**src/rtl/pl_run_ctrl_if.sv**
```systemverilog
// Debug-button / CPU-side signal bundle for the pl_run_ctrl run/step/breakpoint sequencer.
// stall_cnt exists only when RUN_CTRL_STALL_CNT_EN is defined.
interface pl_run_ctrl_if #(
    parameter int CNT_W = 32
);
    // Requests are single-cycle pulses with no ready: the controller samples them
    // on every rising edge and silently drops any request its current state ignores.
    logic             run_req;
    logic             step_req;
    logic             halt_req;
    logic             brk_en;
    logic [31:0]      brk_pc;
    logic [31:0]      pc_f;
    logic             fstall;
    logic             cpu_en;
    logic [1:0]       state;
    logic             brk_hit;
    logic             step_done;
    logic [CNT_W-1:0] cyc_cnt;
`ifdef RUN_CTRL_STALL_CNT_EN
    logic [CNT_W-1:0] stall_cnt;
`endif

    modport master (
        output run_req, step_req, halt_req, brk_en, brk_pc, pc_f, fstall,
        input  cpu_en, state, brk_hit, step_done, cyc_cnt
`ifdef RUN_CTRL_STALL_CNT_EN
        , input stall_cnt
`endif
    );

    modport slave (
        input  run_req, step_req, halt_req, brk_en, brk_pc, pc_f, fstall,
        output cpu_en, state, brk_hit, step_done, cyc_cnt
`ifdef RUN_CTRL_STALL_CNT_EN
        , output stall_cnt
`endif
    );
endinterface

```
**src/rtl/pl_run_ctrl.sv**
```systemverilog
// Run/step/breakpoint sequencer producing the pipelined CPU clock-enable and a cycle counter.
// Optional stall counter output enabled by defining RUN_CTRL_STALL_CNT_EN.
module pl_run_ctrl #(
    parameter int CNT_W = 32
) (
    input  logic          clk,
    input  logic          rst,
    pl_run_ctrl_if.slave  bus
);
    typedef enum logic [1:0] {
        S_IDLE = 2'b00,
        S_RUN  = 2'b01,
        S_STEP = 2'b10,
        S_HALT = 2'b11
    } state_t;

    localparam logic [CNT_W-1:0] CNT_ONE = {{(CNT_W-1){1'b0}}, 1'b1};

    state_t           r_state;
    state_t           w_state_nxt;
    logic             r_skip;
    logic [31:0]      r_skip_pc;
    logic             r_brk_hit;
    logic             r_step_done;
    logic [CNT_W-1:0] r_cyc_cnt;
    logic             w_brk_match;
    logic             w_cpu_en;
    logic             w_resume;
    logic             w_brk_stop;
    logic             w_step_end;

    // skip masks the breakpoint until the fetch PC moves off the address we resumed from
    assign w_brk_match = bus.brk_en & (bus.pc_f == bus.brk_pc) & ~r_skip;
    assign w_cpu_en    = ((r_state == S_RUN) & ~w_brk_match) | (r_state == S_STEP);

    always_comb begin
        w_state_nxt = r_state;
        w_resume    = 1'b0;
        w_brk_stop  = 1'b0;
        w_step_end  = 1'b0;
        case (r_state)
            S_IDLE: begin
                if (bus.halt_req)      w_state_nxt = S_IDLE;
                else if (bus.step_req) w_state_nxt = S_STEP;
                else if (bus.run_req)  w_state_nxt = S_RUN;
            end
            S_RUN: begin
                if (bus.halt_req) begin
                    w_state_nxt = S_HALT;
                end else if (w_brk_match) begin
                    w_state_nxt = S_HALT;
                    w_brk_stop  = 1'b1;
                end
            end
            S_STEP: begin
                w_state_nxt = S_HALT;
                w_step_end  = 1'b1;
            end
            S_HALT: begin
                if (bus.halt_req) begin
                    w_state_nxt = S_HALT;
                end else if (bus.step_req) begin
                    w_state_nxt = S_STEP;
                end else if (bus.run_req) begin
                    w_state_nxt = S_RUN;
                    w_resume    = 1'b1;
                end
            end
            default: w_state_nxt = S_IDLE;
        endcase
    end

    always_ff @(posedge clk or negedge rst) begin
        if (!rst) r_state <= S_IDLE;
        else      r_state <= w_state_nxt;
    end

    always_ff @(posedge clk or negedge rst) begin
        if (!rst) begin
            r_skip      <= 1'b0;
            r_skip_pc   <= 32'h0;
            r_brk_hit   <= 1'b0;
            r_step_done <= 1'b0;
            r_cyc_cnt   <= '0;
        end else begin
            r_brk_hit   <= w_brk_stop;
            r_step_done <= w_step_end;
            // a fetch stall holds pc_f, which by itself keeps skip set
            if (w_resume) begin
                r_skip    <= 1'b1;
                r_skip_pc <= bus.pc_f;
            end else if (r_skip && (bus.pc_f != r_skip_pc)) begin
                r_skip <= 1'b0;
            end
            if (w_cpu_en && (r_cyc_cnt != '1)) r_cyc_cnt <= r_cyc_cnt + CNT_ONE;
        end
    end

`ifdef RUN_CTRL_STALL_CNT_EN
    logic [CNT_W-1:0] r_stall_cnt;

    always_ff @(posedge clk or negedge rst) begin
        if (!rst)                                                     r_stall_cnt <= '0;
        else if (w_cpu_en && bus.fstall && (r_stall_cnt != '1))       r_stall_cnt <= r_stall_cnt + CNT_ONE;
    end

    assign bus.stall_cnt = r_stall_cnt;
`endif

    assign bus.cpu_en    = w_cpu_en;
    assign bus.state     = r_state;
    assign bus.brk_hit   = r_brk_hit;
    assign bus.step_done = r_step_done;
    assign bus.cyc_cnt   = r_cyc_cnt;
endmodule

```
**src/flat_wrapper.sv**
```systemverilog
// flat-port wrapper written by rule: the top's interface ports become plain ports
module pl_run_ctrl_flat 
#(
    parameter int CNT_W = 32
)
  (clk, rst, bus_run_req, bus_step_req, bus_halt_req, bus_brk_en, bus_brk_pc, bus_pc_f, bus_fstall, bus_cpu_en, bus_state, bus_brk_hit, bus_step_done, bus_cyc_cnt);
  pl_run_ctrl_if #(.CNT_W(CNT_W)) bus_i ();
  input  logic clk;
  input  logic rst;
  input wire logic [$bits(bus_i.run_req)-1:0] bus_run_req;
  input wire logic [$bits(bus_i.step_req)-1:0] bus_step_req;
  input wire logic [$bits(bus_i.halt_req)-1:0] bus_halt_req;
  input wire logic [$bits(bus_i.brk_en)-1:0] bus_brk_en;
  input wire logic [$bits(bus_i.brk_pc)-1:0] bus_brk_pc;
  input wire logic [$bits(bus_i.pc_f)-1:0] bus_pc_f;
  input wire logic [$bits(bus_i.fstall)-1:0] bus_fstall;
  output wire logic [$bits(bus_i.cpu_en)-1:0] bus_cpu_en;
  output wire logic [$bits(bus_i.state)-1:0] bus_state;
  output wire logic [$bits(bus_i.brk_hit)-1:0] bus_brk_hit;
  output wire logic [$bits(bus_i.step_done)-1:0] bus_step_done;
  output wire logic [$bits(bus_i.cyc_cnt)-1:0] bus_cyc_cnt;
  assign bus_i.run_req = bus_run_req;
  assign bus_i.step_req = bus_step_req;
  assign bus_i.halt_req = bus_halt_req;
  assign bus_i.brk_en = bus_brk_en;
  assign bus_i.brk_pc = bus_brk_pc;
  assign bus_i.pc_f = bus_pc_f;
  assign bus_i.fstall = bus_fstall;
  assign bus_cpu_en = bus_i.cpu_en;
  assign bus_state = bus_i.state;
  assign bus_brk_hit = bus_i.brk_hit;
  assign bus_step_done = bus_i.step_done;
  assign bus_cyc_cnt = bus_i.cyc_cnt;
  pl_run_ctrl #(.CNT_W(CNT_W)) u_core (.clk(clk), .rst(rst), .bus(bus_i));
endmodule
```
**config.mk**
```make
export PLATFORM = sky130hd
export DESIGN_NAME = pl_run_ctrl_flat
export DESIGN_NICKNAME = d
export VERILOG_FILES = /design/src/rtl/pl_run_ctrl_if.sv /design/src/rtl/pl_run_ctrl.sv /design/src/flat_wrapper.sv
export SDC_FILE = /design/constraint.sdc
export NUM_CORES = 1
export LEC_CHECK = 0
export CAP_MARGIN = 25
export CORE_UTILIZATION = 49
export DETAILED_ROUTE_END_ITERATION = 10
export PLACE_DENSITY = 0.81
export SYNTH_ARGS = -nofsm -noshare
export SYNTH_HDL_FRONTEND = slang
export SYNTH_SLANG_ARGS = --single-unit
```
**constraint.sdc**
```tcl
create_clock -name clk -period 3 [get_ports clk]
set_input_delay 0.6 -clock clk [delete_from_list [all_inputs] [get_ports clk]]
set_output_delay 0.6 -clock clk [all_outputs]
set_load 0.02 [all_outputs]
```
# --- Word-level counts from Yosys, hierarchy flattened ---
# Cells that the tools add are included.
word_totals:
  register_bits: 69
  inputBits: 71
  out_inout_bits: 37
  elab_cells: 41
op_classes:
  add_sub_neg: 1
  eq_ne: 7
  n_mux: 17
  bitwise_logic: 6
  n_reduce_logical: 4
op_table:
  columns: ["op", "count"]
  rows:
  - ["adder 32 x 1 -> 32 bit, second input constant", 1]
  - ["== test 32 bit", 1]
  - ["inequality test 32 bit", 1]
  - ["inequality test 32 bit, second input constant", 1]
  - ["two-way mux 2 bit", 6]
  - ["two-way mux 1 bit", 10]
  - ["one-hot mux 2 bit (4 select lines)", 1]
  - ["== test 2 bit, second input constant", 2]
  - ["AND 1 bit", 3]
  - ["inequality test 3 x 2 -> 1 bit, second input constant", 1]
  - ["== test 2 x 1 -> 1 bit, second input constant", 1]
  - ["logical AND 1 bit", 2]
  - ["zero test 2 bit", 1]
  - ["NOT 1 bit", 2]
  - ["nonzero test 2 bit", 1]
  - ["OR 1 bit", 1]

# --- Logic depth before layout (Yosys ltp) ---
logic_depth:
  depth_word: 7
  mapped_depth: 9
  depth_no_buf: 7

# --- Worst setup path after synthesis ---
# OpenSTA, ideal clock, no wires.
synth_timing:
  path_kind: "input to output"
  startpoint: "input port bus_brk_pc[21]"
  endpoint: "output port bus_cpu_en"
  t_arrival_ps: 2016
  t_required_ps: 2400
  setup_slack_ps: 384
  path_stages: 6
  path_buffers: 1
  cell_sequence: "nor2b_1 > a2111o_1 > nor4_4 > a31oi_2 > buf_4 > or2_2"
synth_via:
  elab_chain_cells: 6
synth_lines:
  columns: ["item", "line", "rtl"]
  rows:
  - ["from (decl)", "flat_wrapper.sv:14", "input wire logic [$bits(bus_i.brk_pc)-1:0] bus_brk_pc;"]
  - ["== test 32 bit", "pl_run_ctrl.sv:33", "assign w_brk_match = bus.brk_en & (bus.pc_f == bus.brk_pc) & ~r_skip;"]
  - ["AND 1 bit (2 in a row)", "pl_run_ctrl.sv:33", null]
  - ["NOT 1 bit", "pl_run_ctrl.sv:34", "assign w_cpu_en = ((r_state == S_RUN) & ~w_brk_match) | (r_state == S_STEP);"]
  - ["AND 1 bit", "pl_run_ctrl.sv:34", null]
  - ["OR 1 bit", "pl_run_ctrl.sv:34", null]
  - ["to (decl)", "flat_wrapper.sv:17", "output wire logic [$bits(bus_i.cpu_en)-1:0] bus_cpu_en;"]
# Every way passes these cells.

# --- Final worst setup path ---
layout_timing:
  startpoint: "input port bus_pc_f[7]"
  endpoint: "output port bus_cpu_en"
layout_via:
  elab_chain_cells: 6
layout_lines:
  columns: ["item", "line", "rtl"]
  rows:
  - ["from (decl)", "flat_wrapper.sv:15", "input wire logic [$bits(bus_i.pc_f)-1:0] bus_pc_f;"]
  - ["== test 32 bit", "pl_run_ctrl.sv:33", null]
  - ["AND 1 bit (2 in a row)", "pl_run_ctrl.sv:33", null]
  - ["NOT 1 bit", "pl_run_ctrl.sv:34", null]
  - ["AND 1 bit", "pl_run_ctrl.sv:34", null]
  - ["OR 1 bit", "pl_run_ctrl.sv:34", null]
# Every way passes these cells.

==> flow_metrics.env <==
export IMPL_fp_dieW_um=93.6
export IMPL_maxSlewViolCount=0
export IMPL_start_kind="input pin"
export IMPL_drive_gt1_share_pct=27.9
export IMPL_worst_setup_path_end_kind="output pin"
export IMPL_yosys_register_bits=69
export IMPL_worst_slack_ns=0.0852
export IMPL_syn_area_per_cell_um2=12.2
export IMPL_clk_path_buf_depth=2
export IMPL_routedWlPerCell_um=15.7
export IMPL_finalSetupViolations=0
export IMPL_synth_area_leader_cell="dfrtp_1"
export IMPL_worstMarginPinSlew_ns=0.870
export IMPL_worstHoldPathType="in2async"
export IMPL_path_cells="clkdlybuf4s50_1, xnor2_1, nand4_1, nor4_2, buf_4, a31oi_4, or2_4, buf_6"
export IMPL_synth_cell_types=44
export IMPL_cp_slowest_stage_delay_ns=0.49
export IMPL_grt_pass1_vias=3250
export IMPL_finalWirelength_mm=9.32
export IMPL_cts_max_level=3
export IMPL_syn_num_nets=413
export IMPL_antenna_found_initial=0
export IMPL_cp_max_fo=2
export IMPL_worst_setup_path_type="in2out"
export IMPL_p_leak_nw=2.36
export IMPL_grt_total_usage_pct=22.8
export IMPL_nets=559
export IMPL_gr_usage_met3_pct=4.07
export IMPL_p_per_area_nw_per_um2=640
export IMPL_dr_first_iter_drc_count=110
export IMPL_ys_top_cells_by_area="dfrtp_1, xnor2_1, mux2_2"
export IMPL_cp_arrival_ns=2.31
export IMPL_cts_tree="built"
export IMPL_grt_busiest_layer="met2"
export IMPL_fin_skew_ns=0.0149
export IMPL_grt_pass1_wl_mm=15.4
export IMPL_cts_buffers=9
export IMPL_route_detailed_drc=0
export IMPL_power_total_mw=3.70
export IMPL_final_antenna_net_count=0
export IMPL_grt_max_degree=70
export IMPL_gp_congestion=0.836
export IMPL_report_final_hold_viol_count=0
export IMPL_area_growth_pct=40.7
export IMPL_critical_path_startpoint="bus_pc_f[7]"
export IMPL_critPathBufInv=3
export IMPL_die_y_um=93.6
export IMPL_layout_min_cycle_time_ns=2.91
export IMPL_yosysTopAreaCellShare_pct=42.0
export IMPL_cts_sink_count=69
export IMPL_synthCells=337
export IMPL_use_met2_pct=38.1
export IMPL_status="finished clean"
export IMPL_timing_final_crit_share_pct=97.2
export IMPL_slowest_stage="clkdlybuf4s50_1"
export IMPL_vias=3134
export IMPL_maxSlewHeadroom_pct=42.0
export IMPL_overflow=0
export IMPL_fmax_mhz=343
export IMPL_ios=108
export IMPL_core_area_um2=8180
export IMPL_use_met1_pct=29.6
export IMPL_cp_required_ns=2.40
export IMPL_dp_slack_ns=-0.433
export IMPL_antenna_cells=0
export IMPL_clk_latency_ns=0.35
export IMPL_clk_pin_slew_ns=0.08
export IMPL_cts_root_buf="clkbuf_8"
export IMPL_netlist_area_um2=4110
export IMPL_cts_hold_buf=0
export IMPL_yosys_warnings=0
export IMPL_rows=33
export IMPL_worst_r2r_startpoint="u_core.r_skip"
export IMPL_die_area_um2=8760
export IMPL_cp_top_family="buffers and inverters"
export IMPL_via_per_inst=5.28
export IMPL_tns_ns=0
export IMPL_hpwl_mm=6.70
export IMPL_drt_pass1_iter_count=4
export IMPL_maxCapViolCount=0
export IMPL_seq_area_frac_synth_pct=42.0
export IMPL_port_buffers=106
export IMPL_initial_utilization_pct=50.3
export IMPL_vdd_ir_drop_max_mv=0.351
[cell type report]
class | count | area (um2)
Tap cell | 105 | 131
Timing Repair Buffer | 149 | 1380
Fill cell | 623 | 2390
Multi-Input combinational cell | 248 | 2300
Clock inverter | 7 | 97.6
Clock buffer | 9 | 124
Inverter | 6 | 22.5
Sequential cell | 69 | 1730
[cells in the mapped netlist (all sizes together)]
cell	n
nor4bb	1
nor4	6
ha	5
and2	7
xor2	15
o2111ai	19
o211ai	9
clkbuf	5
a31oi	1
mux2i	3
nand2	3
nand4	13
o21bai	4
o22a	1
o21ai	3
xnor2	74
a2111o	1
mux2	35
o31ai	1
and3	18
or2	1
inv	6
buf	9
nor2	5
dfrtp	69
nor2b	3
nand3b	1
nor3	4
nand3	7
nand2b	2
o32a	1
and4	4
o22ai	1
[worst register-to-register path, cell delays in order (launching register included)]
cell,delay [ns]
dfrtp_1,0.38
nand2b_1,0.15
a2111o_1,0.42
nor4_4,0.23
a31oi_4,0.13
buf_4,0.15
buf_4,0.27
o21bai_1,0.25
mux2_1,0.34
[state kept, by name, indices dropped and copies added (netlist names)]
signal / flops
u_core.bus.cyc_cnt: 32
u_core.r_skip_pc: 32
u_core.bus.state: 2
u_core.bus.brk_hit: 1
u_core.bus.step_done: 1
u_core.r_skip: 1
[cells in the final DEF (no fill, tap or decap), types with 2 or more instances in the layout]
| master | n |
|---|---|
| o21ai_0 | 2 |
| nor2b_1 | 3 |
| bufinv_16 | 2 |
| dfrtp_1 | 69 |
| nor2_1 | 5 |
| and2_1 | 6 |
| clkdlybuf4s50_1 | 95 |
| clkbuf_8 | 9 |
| nor3_1 | 4 |
| and4_4 | 4 |
| nand3_1 | 6 |
| ha_1 | 5 |
| o21bai_1 | 4 |
| o2111ai_2 | 18 |
| mux2_2 | 34 |
| inv_1 | 6 |
| o211ai_2 | 9 |
| and3_1 | 17 |
| nand4_1 | 13 |
| nand2_1 | 3 |
| clkinvlp_4 | 2 |
| dlymetal6s2s_1 | 3 |
| xnor2_1 | 73 |
| mux2i_1 | 3 |
| nand2b_1 | 2 |
| buf_4 | 43 |
| dlygate4sd2_1 | 6 |
| nor4_1 | 4 |
| xor2_1 | 15 |
[cells by family after synthesis]
family                     Yosys count  share of synthesized area, %
and+or+nand+nor                     75                          12.2
muxes                               38                          10.3
AOI/OAI and AO/OA                   41                          12.1
buffers and inverters               20                          2.86
xor gates and xnor gates            89                          19.0
DFF                                 69                          42.0
adders and majority gates            5                          1.52
[worst paths after layout]
path                       depth (start not counted)  slack (ns)                      to
setup / recovery                                   8        0.09              bus_cpu_en
hold / removal                                     2        0.45  u_core.bus.cyc_cnt[22]
setup reg to reg                                   8        0.56  u_core.bus.cyc_cnt[31]
hold reg to reg                                    1        0.50  u_core.bus.cyc_cnt[22]
max in group asynchronous                          2        1.98    u_core.r_skip_pc[13]
min in group clk                                   1        0.50  u_core.bus.cyc_cnt[22]
[through the flow]
step	instance area, um2	std cells	utilization, %	hold WS, ns
after floorplan	4110	337	-	0.304
after global placement	5510	572	67.4	0.483
after detailed placement	5510	572	67.4	0.486
after CTS	5760	592	70.4	0.478
after global routing	5780	593	70.7	0.524
final	5780	593	70.7	0.450
[where the power goes]
group	leakage [nW]	switching [mW]	internal, mW	total (mW)
Sequential	0.883	0.221	1.21	1.43
Clock	0.106	0.376	0.471	0.847
Combinational	1.37	0.687	0.737	1.42
[per-layer routing]
layer | vias up | routed length [um]
li1 | 1511 | -
met1 | 1547 | 4170
met2 | 68 | 4740
met3 | 8 | 301
met4 | 0 | 104
met5 | - | 0
[timing repair]
action	4_1_cts	5_1_grt
resized for setup	13	4
pin swaps	4	4
buffers inserted	4	1
setup endpoints to repair	1	1
hold endpoints to repair	0	0
Power figures use the tool's default switching activity.
